File: src/rtl/switch_cfg_pkg.sv
// switch_cfg_pkg: shared state type and constants for the switch configuration sequencer
package switch_cfg_pkg;
  localparam int NPORTS = 4;
  localparam int AW = 16;
  localparam int PW = 8;
  localparam int GATE_CYCLES = 2;
  localparam int DRAIN_TIMEOUT = 255;
  typedef enum logic [2:0] {IDLE, GATE, DRAIN, WADDR, WPRIO, DONE, ERR} cfg_state_t;
endpackage

File: src/rtl/switch_cfg_ctrl_if.sv
// switch_cfg_ctrl_if: request side and switch-programming side signals of switch_cfg_ctrl
interface switch_cfg_ctrl_if;
  import switch_cfg_pkg::*;
  logic cfg_req;
  logic [NPORTS*AW-1:0] cfg_addr;
  logic [PW-1:0] cfg_prio;
  logic [NPORTS-1:0] fifo_empty;
  logic cfg_busy;
  logic cfg_done;
  logic cfg_err;
  logic wr_gate;
  logic port_en;
  logic port_wr;
  logic [1:0] port_sel;
  logic [AW-1:0] port_addr;
  logic [PW-1:0] prio_val;
  logic prio_wr;
  modport master (
    output cfg_req, cfg_addr, cfg_prio, fifo_empty,
    input cfg_busy, cfg_done, cfg_err, wr_gate, port_en, port_wr, port_sel, port_addr, prio_val, prio_wr
  );
  modport slave (
    input cfg_req, cfg_addr, cfg_prio, fifo_empty,
    output cfg_busy, cfg_done, cfg_err, wr_gate, port_en, port_wr, port_sel, port_addr, prio_val, prio_wr
  );
endinterface

File: src/rtl/cfg_timeout_cnt.sv
// cfg_timeout_cnt: 8-bit saturating cycle counter, expired once LIMIT counted cycles are in progress (SWITCH_CFG_DRAIN_TIMEOUT_EN only)
`ifdef SWITCH_CFG_DRAIN_TIMEOUT_EN
module cfg_timeout_cnt #(
  parameter int LIMIT = 255
) (
  input logic clk,
  input logic reset,
  input logic clr,
  input logic en,
  output logic expired
);
  logic [7:0] cnt;
  always_ff @(posedge clk)
    cnt <= (!reset || clr) ? '0 : (en && cnt != 8'hFF) ? cnt + 8'd1 : cnt;
  assign expired = cnt >= 8'(LIMIT - 1);
endmodule
`endif

File: src/rtl/switch_cfg_ctrl.sv
// switch_cfg_ctrl: gates ingress, drains switch FIFOs, programs port addresses and priority; SWITCH_CFG_DRAIN_TIMEOUT_EN adds a drain timeout
module switch_cfg_ctrl #(
  parameter int NPORTS = switch_cfg_pkg::NPORTS,
  parameter int AW = switch_cfg_pkg::AW,
  parameter int PW = switch_cfg_pkg::PW
`ifdef SWITCH_CFG_DRAIN_TIMEOUT_EN
  , parameter int DRAIN_TIMEOUT = switch_cfg_pkg::DRAIN_TIMEOUT
`endif
) (
  input logic clk,
  input logic reset,
  switch_cfg_ctrl_if.slave bus
);
  import switch_cfg_pkg::*;
  cfg_state_t st, nxt;
  logic [1:0] cnt, cnt_nxt;
  logic [NPORTS*AW-1:0] addr_sh;
  logic [PW-1:0] prio_sh;
  logic configured;
  logic drained;
  logic gate_last, addr_last;
  assign drained = &bus.fifo_empty;
  assign gate_last = cnt == 2'(GATE_CYCLES - 1);
  assign addr_last = cnt == 2'(NPORTS - 1);
`ifdef SWITCH_CFG_DRAIN_TIMEOUT_EN
  logic gate_prev, expired;
  cfg_timeout_cnt #(.LIMIT(DRAIN_TIMEOUT)) u_tmo (
    .clk(clk),
    .reset(reset),
    .clr(st != DRAIN),
    .en(st == DRAIN),
    .expired(expired)
  );
  always_ff @(posedge clk) begin
    if (!reset) begin
      gate_prev <= 1'b0;
      bus.cfg_err <= 1'b0;
    end else begin
      if (st == IDLE && bus.cfg_req) gate_prev <= bus.wr_gate;
      bus.cfg_err <= nxt == ERR;
    end
  end
`else
  assign bus.cfg_err = 1'b0;
`endif
  always_comb begin
    nxt = st;
    cnt_nxt = '0;
    case (st)
      IDLE: nxt = bus.cfg_req ? GATE : IDLE;
      GATE: begin
        nxt = gate_last ? DRAIN : GATE;
        cnt_nxt = gate_last ? 2'd0 : cnt + 2'd1;
      end
`ifdef SWITCH_CFG_DRAIN_TIMEOUT_EN
      DRAIN: nxt = drained ? WADDR : expired ? ERR : DRAIN;
`else
      DRAIN: nxt = drained ? WADDR : DRAIN;
`endif
      WADDR: begin
        nxt = addr_last ? WPRIO : WADDR;
        cnt_nxt = addr_last ? 2'd0 : cnt + 2'd1;
      end
      WPRIO: nxt = DONE;
      default: nxt = IDLE;
    endcase
  end
  always_ff @(posedge clk) begin
    if (!reset) begin
      st <= IDLE;
      cnt <= '0;
      addr_sh <= '0;
      prio_sh <= '0;
      configured <= 1'b0;
      bus.cfg_busy <= 1'b0;
      bus.cfg_done <= 1'b0;
      bus.wr_gate <= 1'b0;
      bus.port_en <= 1'b0;
      bus.port_wr <= 1'b0;
      bus.port_sel <= '0;
      bus.port_addr <= '0;
      bus.prio_val <= '0;
      bus.prio_wr <= 1'b0;
    end else begin
      st <= nxt;
      cnt <= cnt_nxt;
      if (st == IDLE && bus.cfg_req) begin
        addr_sh <= bus.cfg_addr;
        prio_sh <= bus.cfg_prio;
      end
      configured <= configured | (nxt == DONE);
      bus.cfg_busy <= nxt != IDLE;
      bus.cfg_done <= nxt == DONE;
`ifdef SWITCH_CFG_DRAIN_TIMEOUT_EN
      bus.wr_gate <= (nxt == DONE) ? 1'b1 : (nxt == ERR) ? gate_prev : (nxt == GATE) ? 1'b0 : bus.wr_gate;
`else
      bus.wr_gate <= (nxt == DONE) ? 1'b1 : (nxt == GATE) ? 1'b0 : bus.wr_gate;
`endif
      bus.port_en <= (nxt == DONE) | (configured & (nxt != WADDR) & (nxt != WPRIO));
      bus.port_wr <= nxt == WADDR;
      if (nxt == WADDR) begin
        bus.port_sel <= cnt_nxt;
        bus.port_addr <= addr_sh[AW*cnt_nxt +: AW];
      end
      bus.prio_wr <= nxt == WPRIO;
      if (nxt == WPRIO) bus.prio_val <= prio_sh;
    end
  end
endmodule

File: src/flat_wrapper.sv
// flat-port wrapper written by rule: the top's interface ports become plain ports
module switch_cfg_ctrl_flat import switch_cfg_pkg::*;
#(
  parameter int NPORTS = switch_cfg_pkg::NPORTS,
  parameter int AW = switch_cfg_pkg::AW,
  parameter int PW = switch_cfg_pkg::PW

)
  (clk, reset, bus_cfg_req, bus_cfg_addr, bus_cfg_prio, bus_fifo_empty, bus_cfg_busy, bus_cfg_done, bus_cfg_err, bus_wr_gate, bus_port_en, bus_port_wr, bus_port_sel, bus_port_addr, bus_prio_val, bus_prio_wr);
  switch_cfg_ctrl_if bus_i ();
  input logic clk;
  input logic reset;
  input wire logic [$bits(bus_i.cfg_req)-1:0] bus_cfg_req;
  input wire logic [$bits(bus_i.cfg_addr)-1:0] bus_cfg_addr;
  input wire logic [$bits(bus_i.cfg_prio)-1:0] bus_cfg_prio;
  input wire logic [$bits(bus_i.fifo_empty)-1:0] bus_fifo_empty;
  output wire logic [$bits(bus_i.cfg_busy)-1:0] bus_cfg_busy;
  output wire logic [$bits(bus_i.cfg_done)-1:0] bus_cfg_done;
  output wire logic [$bits(bus_i.cfg_err)-1:0] bus_cfg_err;
  output wire logic [$bits(bus_i.wr_gate)-1:0] bus_wr_gate;
  output wire logic [$bits(bus_i.port_en)-1:0] bus_port_en;
  output wire logic [$bits(bus_i.port_wr)-1:0] bus_port_wr;
  output wire logic [$bits(bus_i.port_sel)-1:0] bus_port_sel;
  output wire logic [$bits(bus_i.port_addr)-1:0] bus_port_addr;
  output wire logic [$bits(bus_i.prio_val)-1:0] bus_prio_val;
  output wire logic [$bits(bus_i.prio_wr)-1:0] bus_prio_wr;
  assign bus_i.cfg_req = bus_cfg_req;
  assign bus_i.cfg_addr = bus_cfg_addr;
  assign bus_i.cfg_prio = bus_cfg_prio;
  assign bus_i.fifo_empty = bus_fifo_empty;
  assign bus_cfg_busy = bus_i.cfg_busy;
  assign bus_cfg_done = bus_i.cfg_done;
  assign bus_cfg_err = bus_i.cfg_err;
  assign bus_wr_gate = bus_i.wr_gate;
  assign bus_port_en = bus_i.port_en;
  assign bus_port_wr = bus_i.port_wr;
  assign bus_port_sel = bus_i.port_sel;
  assign bus_port_addr = bus_i.port_addr;
  assign bus_prio_val = bus_i.prio_val;
  assign bus_prio_wr = bus_i.prio_wr;
  switch_cfg_ctrl #(.NPORTS(NPORTS), .AW(AW), .PW(PW)) u_core (.clk(clk), .reset(reset), .bus(bus_i));
endmodule
File: config.mk
export PLATFORM = sky130hd
export DESIGN_NAME = switch_cfg_ctrl_flat
export DESIGN_NICKNAME = d
export VERILOG_FILES = /design/src/rtl/switch_cfg_pkg.sv /design/src/rtl/switch_cfg_ctrl_if.sv /design/src/rtl/cfg_timeout_cnt.sv /design/src/rtl/switch_cfg_ctrl.sv /design/src/flat_wrapper.sv
export SDC_FILE = /design/constraint.sdc
export NUM_CORES = 1
export LEC_CHECK = 0
export ABC_AREA = 1
export BUFFER_PORTS_ARGS = -buffer_cell sky130_fd_sc_hd__clkbuf_2
export CORE_ASPECT_RATIO = 1.1
export CORE_MARGIN = 2
export CORE_UTILIZATION = 35
export DETAILED_ROUTE_END_ITERATION = 16
export HOLD_SLACK_MARGIN = 0.05
export REMOVE_ABC_BUFFERS = 1
export SKIP_CTS_REPAIR_TIMING = 1
export SLEW_MARGIN = 15
export SYNTH_ARGS = -nofsm -noshare
export SYNTH_HDL_FRONTEND = slang
export SYNTH_SLANG_ARGS = --single-unit
File: constraint.sdc
create_clock -name clk -period 2.4 [get_ports clk]
set_input_delay 0.48 -clock clk [delete_from_list [all_inputs] [get_ports clk]]
set_output_delay 0.48 -clock clk [all_outputs]
set_load 0.02 [all_outputs]
==> results of run 1 <==
power by group:
group	total, mW	switching (mW)	internal, mW
sequential	2.02	0.0511	1.96
clock	1.49	0.682	0.812
combinational	0.657	0.403	0.254
total	4.17	1.14	3.03
Yosys cell counts (2+ instances only):
master / count / area share, %
dfxtp_1: 110 / 47
nand2_1: 106 / 8.4
nor2_1: 89 / 7.1
inv_1: 77 / 6.1
o21ai_0: 74 / 7.8
a21oi_1: 61 / 6.5
nand3_1: 61 / 6.5
clkbuf_1: 21 / 1.7
nand3b_1: 14 / 2.2
buf_2: 7 / 0.74
buf_6: 7 / 1.7
buf_1: 5 / 0.40
buf_4: 5 / 0.79
ha_1: 3 / 0.79
nand3_2: 3 / 0.63
inv_2: 2 / 0.16
nand2_2: 2 / 0.26
nand2_4: 2 / 0.48
nor2_2: 2 / 0.26
logic make-up after synthesis:
| kind of cell | count (synthesis) | share of synthesized area, % |
|---|---|---|
| and+or+nand+nor | 281 | 26.0 |
| buffers and inverters | 125 | 11.6 |
| other | 1 | 0.0793 |
| DFF | 110 | 46.5 |
| AOI/OAI and AO/OA | 138 | 14.9 |
| adders and majority gates | 3 | 0.794 |
worst paths after layout:
path | from | to | slack, ns | cells past startpoint
max | u_core.st[0]$_SDFF_PN0_ | u_core.bus.port_addr[7]$_SDFFE_PN0N_ | 0.36 | 9
min | bus_cfg_prio[1] | u_core.prio_sh[1]$_SDFFE_PN0N_ | 0.39 | 3
max reg2reg | u_core.st[0]$_SDFF_PN0_ | u_core.bus.port_addr[7]$_SDFFE_PN0N_ | 0.36 | 9
min reg2reg | u_core.configured$_SDFF_PN0_ | u_core.configured$_SDFF_PN0_ | 0.45 | 2
sequential cells by signal, summed over array words and instances (netlist names):
name,flops
u_core.st,3
u_core.addr_sh,64
u_core.bus.cfg_done,1
u_core.bus.port_sel,2
u_core.bus.port_addr,16
u_core.cnt,2
u_core.bus.cfg_busy,1
u_core.bus.wr_gate,1
u_core.bus.port_en,1
u_core.bus.port_wr,1
u_core.bus.prio_wr,1
u_core.bus.prio_val,8
u_core.prio_sh,8
u_core.configured,1
layer usage:
layer,part of all wire [%],wire length [µm],GRT usage (%),up-vias
li1,-,-,-,2251
met1,47,5150,20.9,1832
met2,48,5270,25.5,80
met3,4.2,465,2.31,7
met4,1.2,130,6.66,0
met5,0,0,0,-
layout by cell type (no fill, tap or decap), drive strengths merged:
cell / n
conb: 1
bufinv: 1
a21oi: 62
nand3b: 14
o21ai: 75
nand4: 1
ha: 3
buf: 8
nor3: 1
inv: 80
clkbuf: 119
nor2: 91
clkinv: 4
clkinvlp: 2
dfxtp: 110
nand3: 64
nand2: 110
a31oi: 1
metrics by stage:
| step | setup TNS (ns) | total power, mW | std cells |
|---|---|---|---|
| global route | 0 | 4.41 | 908 |
| finish | 0 | 4.17 | 908 |
| global placement | 0 | 2.72 | 892 |
| detailed placement | 0 | 2.73 | 892 |
| floorplan | -0.658 | 2.49 | 613 |
| CTS | 0 | 4.22 | 908 |
final cells by class:
class / count / area (µm²) / area share (%)
timing repair buffer: 118 / 648 / 11.5
tap: 161 / 201 / 3.57
inverter: 80 / 300 / 5.33
clock inverter: 7 / 72.6 / 1.29
clock buffer: 9 / 225 / 4.00
multi-input combinational: 423 / 1990 / 35.2
sequential: 110 / 2200 / 39.1
worst register-to-register path, stage by stage, from the launching register on:
cell and delay (ns):
dfxtp_1 0.48, nand2_1 0.11, nor2_2 0.41, nand2_1 0.21, nand2_2 0.17, o21ai_4 0.07, buf_4 0.25, nand2_1 0.13
nand2_1 0.05, nor2_1 0.10
==> flow_metrics.py, run 1 <==
metrics = {
    "synth": {
        "synthDistinctLibCells": 26,
        "synth-edff-count": 0,
        "ys_seq_elements": 110,
        "synth_seq_area_share_pct": 46.5,
        "synth-warning-count": 0,
        "syn_area_um2": 4730,
        "syn_inst": 658,
        "async_flop_share_pct": 0,
        "ys.flop_type": "dfxtp_1",
        "synth.avg_cell_area_um2": 7.19,
    },
    "setup_path": {
        "critPathRequiredTime_ns": 2.68,
        "crit_path_start_kind": "flop",
        "criticalPathCategory": "reg2reg",
        "crit_buf_inv": 1,
        "worstPathArrival_ns": 2.32,
        "endpoint_kind": "flop",
        "slowest_stage": "dfxtp_1",
        "path_cells": "nand2_1 > nor2_2 > nand2_1 > nand2_2 > o21ai_4 > buf_4 > nand2_1 > nand2_1 > nor2_1",
        "critPathMaxFanout": 37,
        "max_stage_delay_ns": 0.48,
        "critPathMostFrequentCell": "nand2_1",
        "critical_path.top_delay_family": "simple AND/OR/NAND/NOR gates",
    },
    "drt": {
        "drt_wl_total_mm": 11.0,
        "initialDrtViolationCount": 218,
        "wl_per_cell_um": 12.1,
        "routed_via_density": 4.59,
        "drc_errors": 0,
        "vias": 4170,
        "ant_nets": 0,
        "firstDrtPassIters": 4,
    },
    "final_layout": {
        "drive_gt1_share_pct": 19.7,
        "fill_cells": 1430,
        "nets": 824,
        "area_delta_synth_final_pct": 19.1,
        "antennaDiodeCount": 0,
        "fin_area_um2": 5640,
        "fin_util_pct": 42.7,
    },
    "global_routing": {
        "grt_max_degree": 93,
        "gr-total-overflow": 0,
        "grt.total_usage_pct": 15.7,
        "grt_pass1_vias": 3859,
        "grt_pass1_wl_mm": 18.3,
        "antenna_found_initial": 0,
    },
    "clock_tree": {
        "cts.path.max_buffers": 2,
        "cts-root-buf": "clkbuf_16",
        "path_clk_slew_ns": 0.08,
        "cts_max_level": 3,
        "cts_tree": "done",
        "cts_sinks": 110,
        "numCtsBuffers": 9,
        "clk_latency_ns": 0.34,
    },
    "die": {
        "die_x_um": 115,
        "io_pins": 112,
        "core-area_um2": 13200,
        "die_area_um2": 14500,
        "num_rows": 44,
        "initial_core_util_pct": 35.8,
        "chipHeight_um": 126,
    },
    "job": {
        "cap_violations": 0,
    },
    "timing": {
        "period_share_pct": 85.1,
        "skew_ns": 0.00873,
        "max_freq_ghz": 0.489,
        "hold_ws_ns": 0.393,
        "finalSetupViolCount": 0,
        "grt_setup_unrepaired": "no",
        "fin_crit_ns": 2.04,
        "finalWorstSetupSlack_ns": 0.357,
        "report.final.slew_viol_count": 0,
        "slew_headroom_pct": 66.2,
        "finalHoldViolCount": 0,
        "worst_pin_slew_ns": 0.506,
    },
    "place": {
        "hpwl_mm": 7.35,
        "post-place-ws_ns": 0.411,
        "io_buffers": 110,
        "dpl-instance-area_um2": 5340,
        "gp_congestion": 0.793,
    },
    "status": {
        "status": "completed",
    },
    "power": {
        "power_density_nw_per_um2": 739,
        "peakVddDrop_mv": 0.290,
        "leakage_nw": 2.66,
    },
    "min_path": {
        "hold_class": "in2reg",
    },
}
Power figures use the tool's default switching activity.
==> run 2: changes to the inputs <==
BUFFER_PORTS_ARGS = default   (was -buffer_cell sky130_fd_sc_hd__clkbuf_2)
CTS_BUF_LIST = sky130_fd_sc_hd__clkbuf_8   (was default)
DONT_BUFFER_PORTS = 1   (was default)
SYNTH_HIERARCHICAL = 1   (was default)
==> flow_metrics.py, run 2 <==
metrics = {
    "drt": {
        "drc_errors": 0,
        "wl_per_cell_um": 13.9,
        "vias": 3973,
        "firstDrtPassIters": 4,
        "routed_via_density": 4.98,
        "drt_wl_total_mm": 11.1,
        "routed.top_layer": "met4",
        "met2_wirelength_mm": 5.26,
        "initialDrtViolationCount": 174,
        "ant_nets": 0,
        "wl_met3_um": 668,
        "wl_met1_mm": 4.87,
    },
    "timing": {
        "tns_ns": 0,
        "report.final.slew_viol_count": 0,
        "finalHoldViolCount": 0,
        "grt_setup_unrepaired": "no",
        "fin_crit_ns": 1.83,
        "max_freq_ghz": 0.546,
        "period_share_pct": 76.3,
        "finalWorstSetupSlack_ns": 0.569,
        "worst_pin_slew_ns": 0.655,
        "finalSetupViolCount": 0,
        "slew_headroom_pct": 56.2,
        "skew_ns": 0.0115,
    },
    "global_routing": {
        "antenna_found_initial": 0,
        "grt.total_usage_pct": 15.9,
        "grt_pass1_wl_mm": 18.2,
        "grt_pass1_vias": 3770,
        "gr-total-overflow": 0,
        "grt_max_degree": 145,
    },
    "power": {
        "fin_total_pwr_mw": 3.69,
        "peakVddDrop_mv": 0.351,
        "leakage_nw": 2.18,
        "power_density_nw_per_um2": 743,
    },
    "synth": {
        "synthTopCellsByArea": "dfxtp_1 47%, a21oi_1 8.8%, nand3_1 8.3%, nand2_1 8.3%, inv_1 8.0%",
        "synthDistinctLibCells": 24,
        "syn_inst": 658,
        "synth.avg_cell_area_um2": 7.17,
        "synth-warning-count": 6,
        "synth-edff-count": 0,
        "yosys.area.top_type": "dfxtp_1",
        "ys.flop_type": "dfxtp_1",
        "async_flop_share_pct": 0,
        "syn_area_um2": 4720,
        "synth_most_common_cell": "dfxtp_1",
        "synth_seq_area_share_pct": 46.7,
        "ys_seq_elements": 110,
        "synth_top_cell_area_share_pct": 46.7,
        "synthTopCellsByCount": "110 x dfxtp_1, 104 x nand2_1, 101 x inv_1",
    },
    "setup_path": {
        "worstPathArrival_ns": 2.12,
        "crit_path_start_kind": "flop",
        "r2r_start": "u_core/cnt[0]$_SDFF_PN0_",
        "r2r_end": "u_core/bus.port_addr[9]$_SDFFE_PN0N_",
        "critPathMaxFanout": 36,
        "endpoint_kind": "flop",
        "critPathRequiredTime_ns": 2.69,
        "criticalPathCategory": "reg2reg",
        "reg2reg_depth": 9,
        "r2r_setup_slack_ns": 0.57,
    },
    "place": {
        "hpwl_mm": 7.02,
        "io_buffers": 0,
        "post-place-ws_ns": 0.593,
        "dpl-instance-area_um2": 4770,
        "gp_congestion": 0.829,
    },
    "clock_tree": {
        "cts_max_level": 3,
        "cts_tree": "done",
        "numCtsBuffers": 9,
        "cts.path.max_buffers": 2,
        "cts-root-buf": "clkbuf_8",
        "cts_sinks": 110,
        "path_clk_slew_ns": 0.12,
        "clk_latency_ns": 0.39,
    },
    "final_layout": {
        "fin_area_um2": 4970,
        "layout_commonest_cell": "dfxtp_1",
        "largest_reg_flops": 64,
        "reg_top3": "u_core/addr_sh: 64 flops, u_core/bus.port_addr: 16 flops",
        "fin_util_pct": 37.6,
        "antennaDiodeCount": 0,
        "final_cell_mix": "110 x dfxtp_1, 104 x nand2_1, 101 x inv_1, 83 x a21oi_1, 77 x nand3_1",
        "top_register": "u_core/addr_sh",
        "drive_gt1_share_pct": 5.97,
        "nets": 713,
        "area_delta_synth_final_pct": 5.28,
    },
    "die": {
        "die_area_um2": 14400,
        "initial_core_util_pct": 35.7,
        "num_rows": 44,
        "die_x_um": 115,
        "io_pins": 112,
        "core-area_um2": 13200,
        "chipHeight_um": 126,
    },
    "min_path": {
        "whs_endpoint": "u_core/configured$_SDFF_PN0_",
        "hold_start": "reset",
        "hold_class": "in2reg",
        "min_path_cells": 2,
    },
    "job": {
        "cap_violations": 0,
    },
    "status": {
        "status": "completed",
    },
}
-- run 2: cell count changes in the layout (fill, tap and decap cells not counted), moves of 9 or more --
| cell | delta |
|---|---|
| clkbuf_16 | -9 |
| nand3b_1 | -14 |
| nor2_1 | -45 |
| clkbuf_8 | +9 |
| nand3_1 | +16 |
| clkbuf_2 | -110 |
| inv_1 | +24 |
| a21oi_1 | +22 |
-- run 2: power by group --
part,internal [mW],switching (mW)
logic,0.187,0.347
registers,1.96,0.0669
clock network,0.413,0.716
-- run 2: stage by stage --
| stage | cells | hold WS, ns |
|---|---|---|
| after floorplan | 614 | 0.421 |
| after global placement | 781 | 0.432 |
| after detailed placement | 781 | 0.437 |
| after CTS | 797 | 0.169 |
| after global routing | 797 | 0.186 |
| final | 797 | 0.214 |
-- run 2: how the worst max path moves through the flow --
| stage | from | end | slack, ns |
|---|---|---|---|
| floorplan | bus_cfg_req | u_core/addr_sh[0]$_SDFFE_PN0P_ | -1.16 |
| global placement | u_core/cnt[0]$_SDFF_PN0_ | u_core/bus.port_addr[4]$_SDFFE_PN0N_ | 0.67 |
| detailed placement | u_core/cnt[0]$_SDFF_PN0_ | u_core/bus.port_addr[9]$_SDFFE_PN0N_ | 0.59 |
| CTS | u_core/cnt[0]$_SDFF_PN0_ | u_core/bus.port_addr[9]$_SDFFE_PN0N_ | 0.56 |
| global route | u_core/cnt[0]$_SDFF_PN0_ | u_core/bus.port_addr[6]$_SDFFE_PN0N_ | 0.33 |
| finish | u_core/cnt[0]$_SDFF_PN0_ | u_core/bus.port_addr[9]$_SDFFE_PN0N_ | 0.57 |
-- run 2: cell type report --
type / instances / area, µm²
Clock buffer: 9 / 124
Tap cell: 161 / 201
Fill cell: 1410 / 8250
Multi-Input combinational cell: 402 / 1920
Clock inverter: 7 / 68.8
Inverter: 102 / 383
Timing Repair Buffer: 6 / 70.1
Sequential cell: 110 / 2200
-- run 2: per-layer routing --
layer  up-vias  GRT usage, %
met4         0          8.50
met2       102          26.0
met3        23          3.99
met5         -             0
met1      1811          19.0
li1       2037             -
-- run 2: worst max-delay path, stage by stage, from the launching register on --
cell and delay [ns]:
dfxtp_1 0.41, ha_1 0.19, buf_4 0.18, inv_1 0.06
nand2_2 0.09, nand4_2 0.17, nand2_4 0.38, nand2_1 0.12
nand2_1 0.08, nor2_1 0.04
-- run 2: kinds of logic after synthesis --
| logic type | Yosys count | synth area share, % |
|---|---|---|
| compound gates | 157 | 16.9 |
| fa+ha+maj | 3 | 0.796 |
| buf+inv | 146 | 12.9 |
| flops | 110 | 46.7 |
| other cells | 1 | 0.0795 |
| simple gates | 241 | 22.6 |
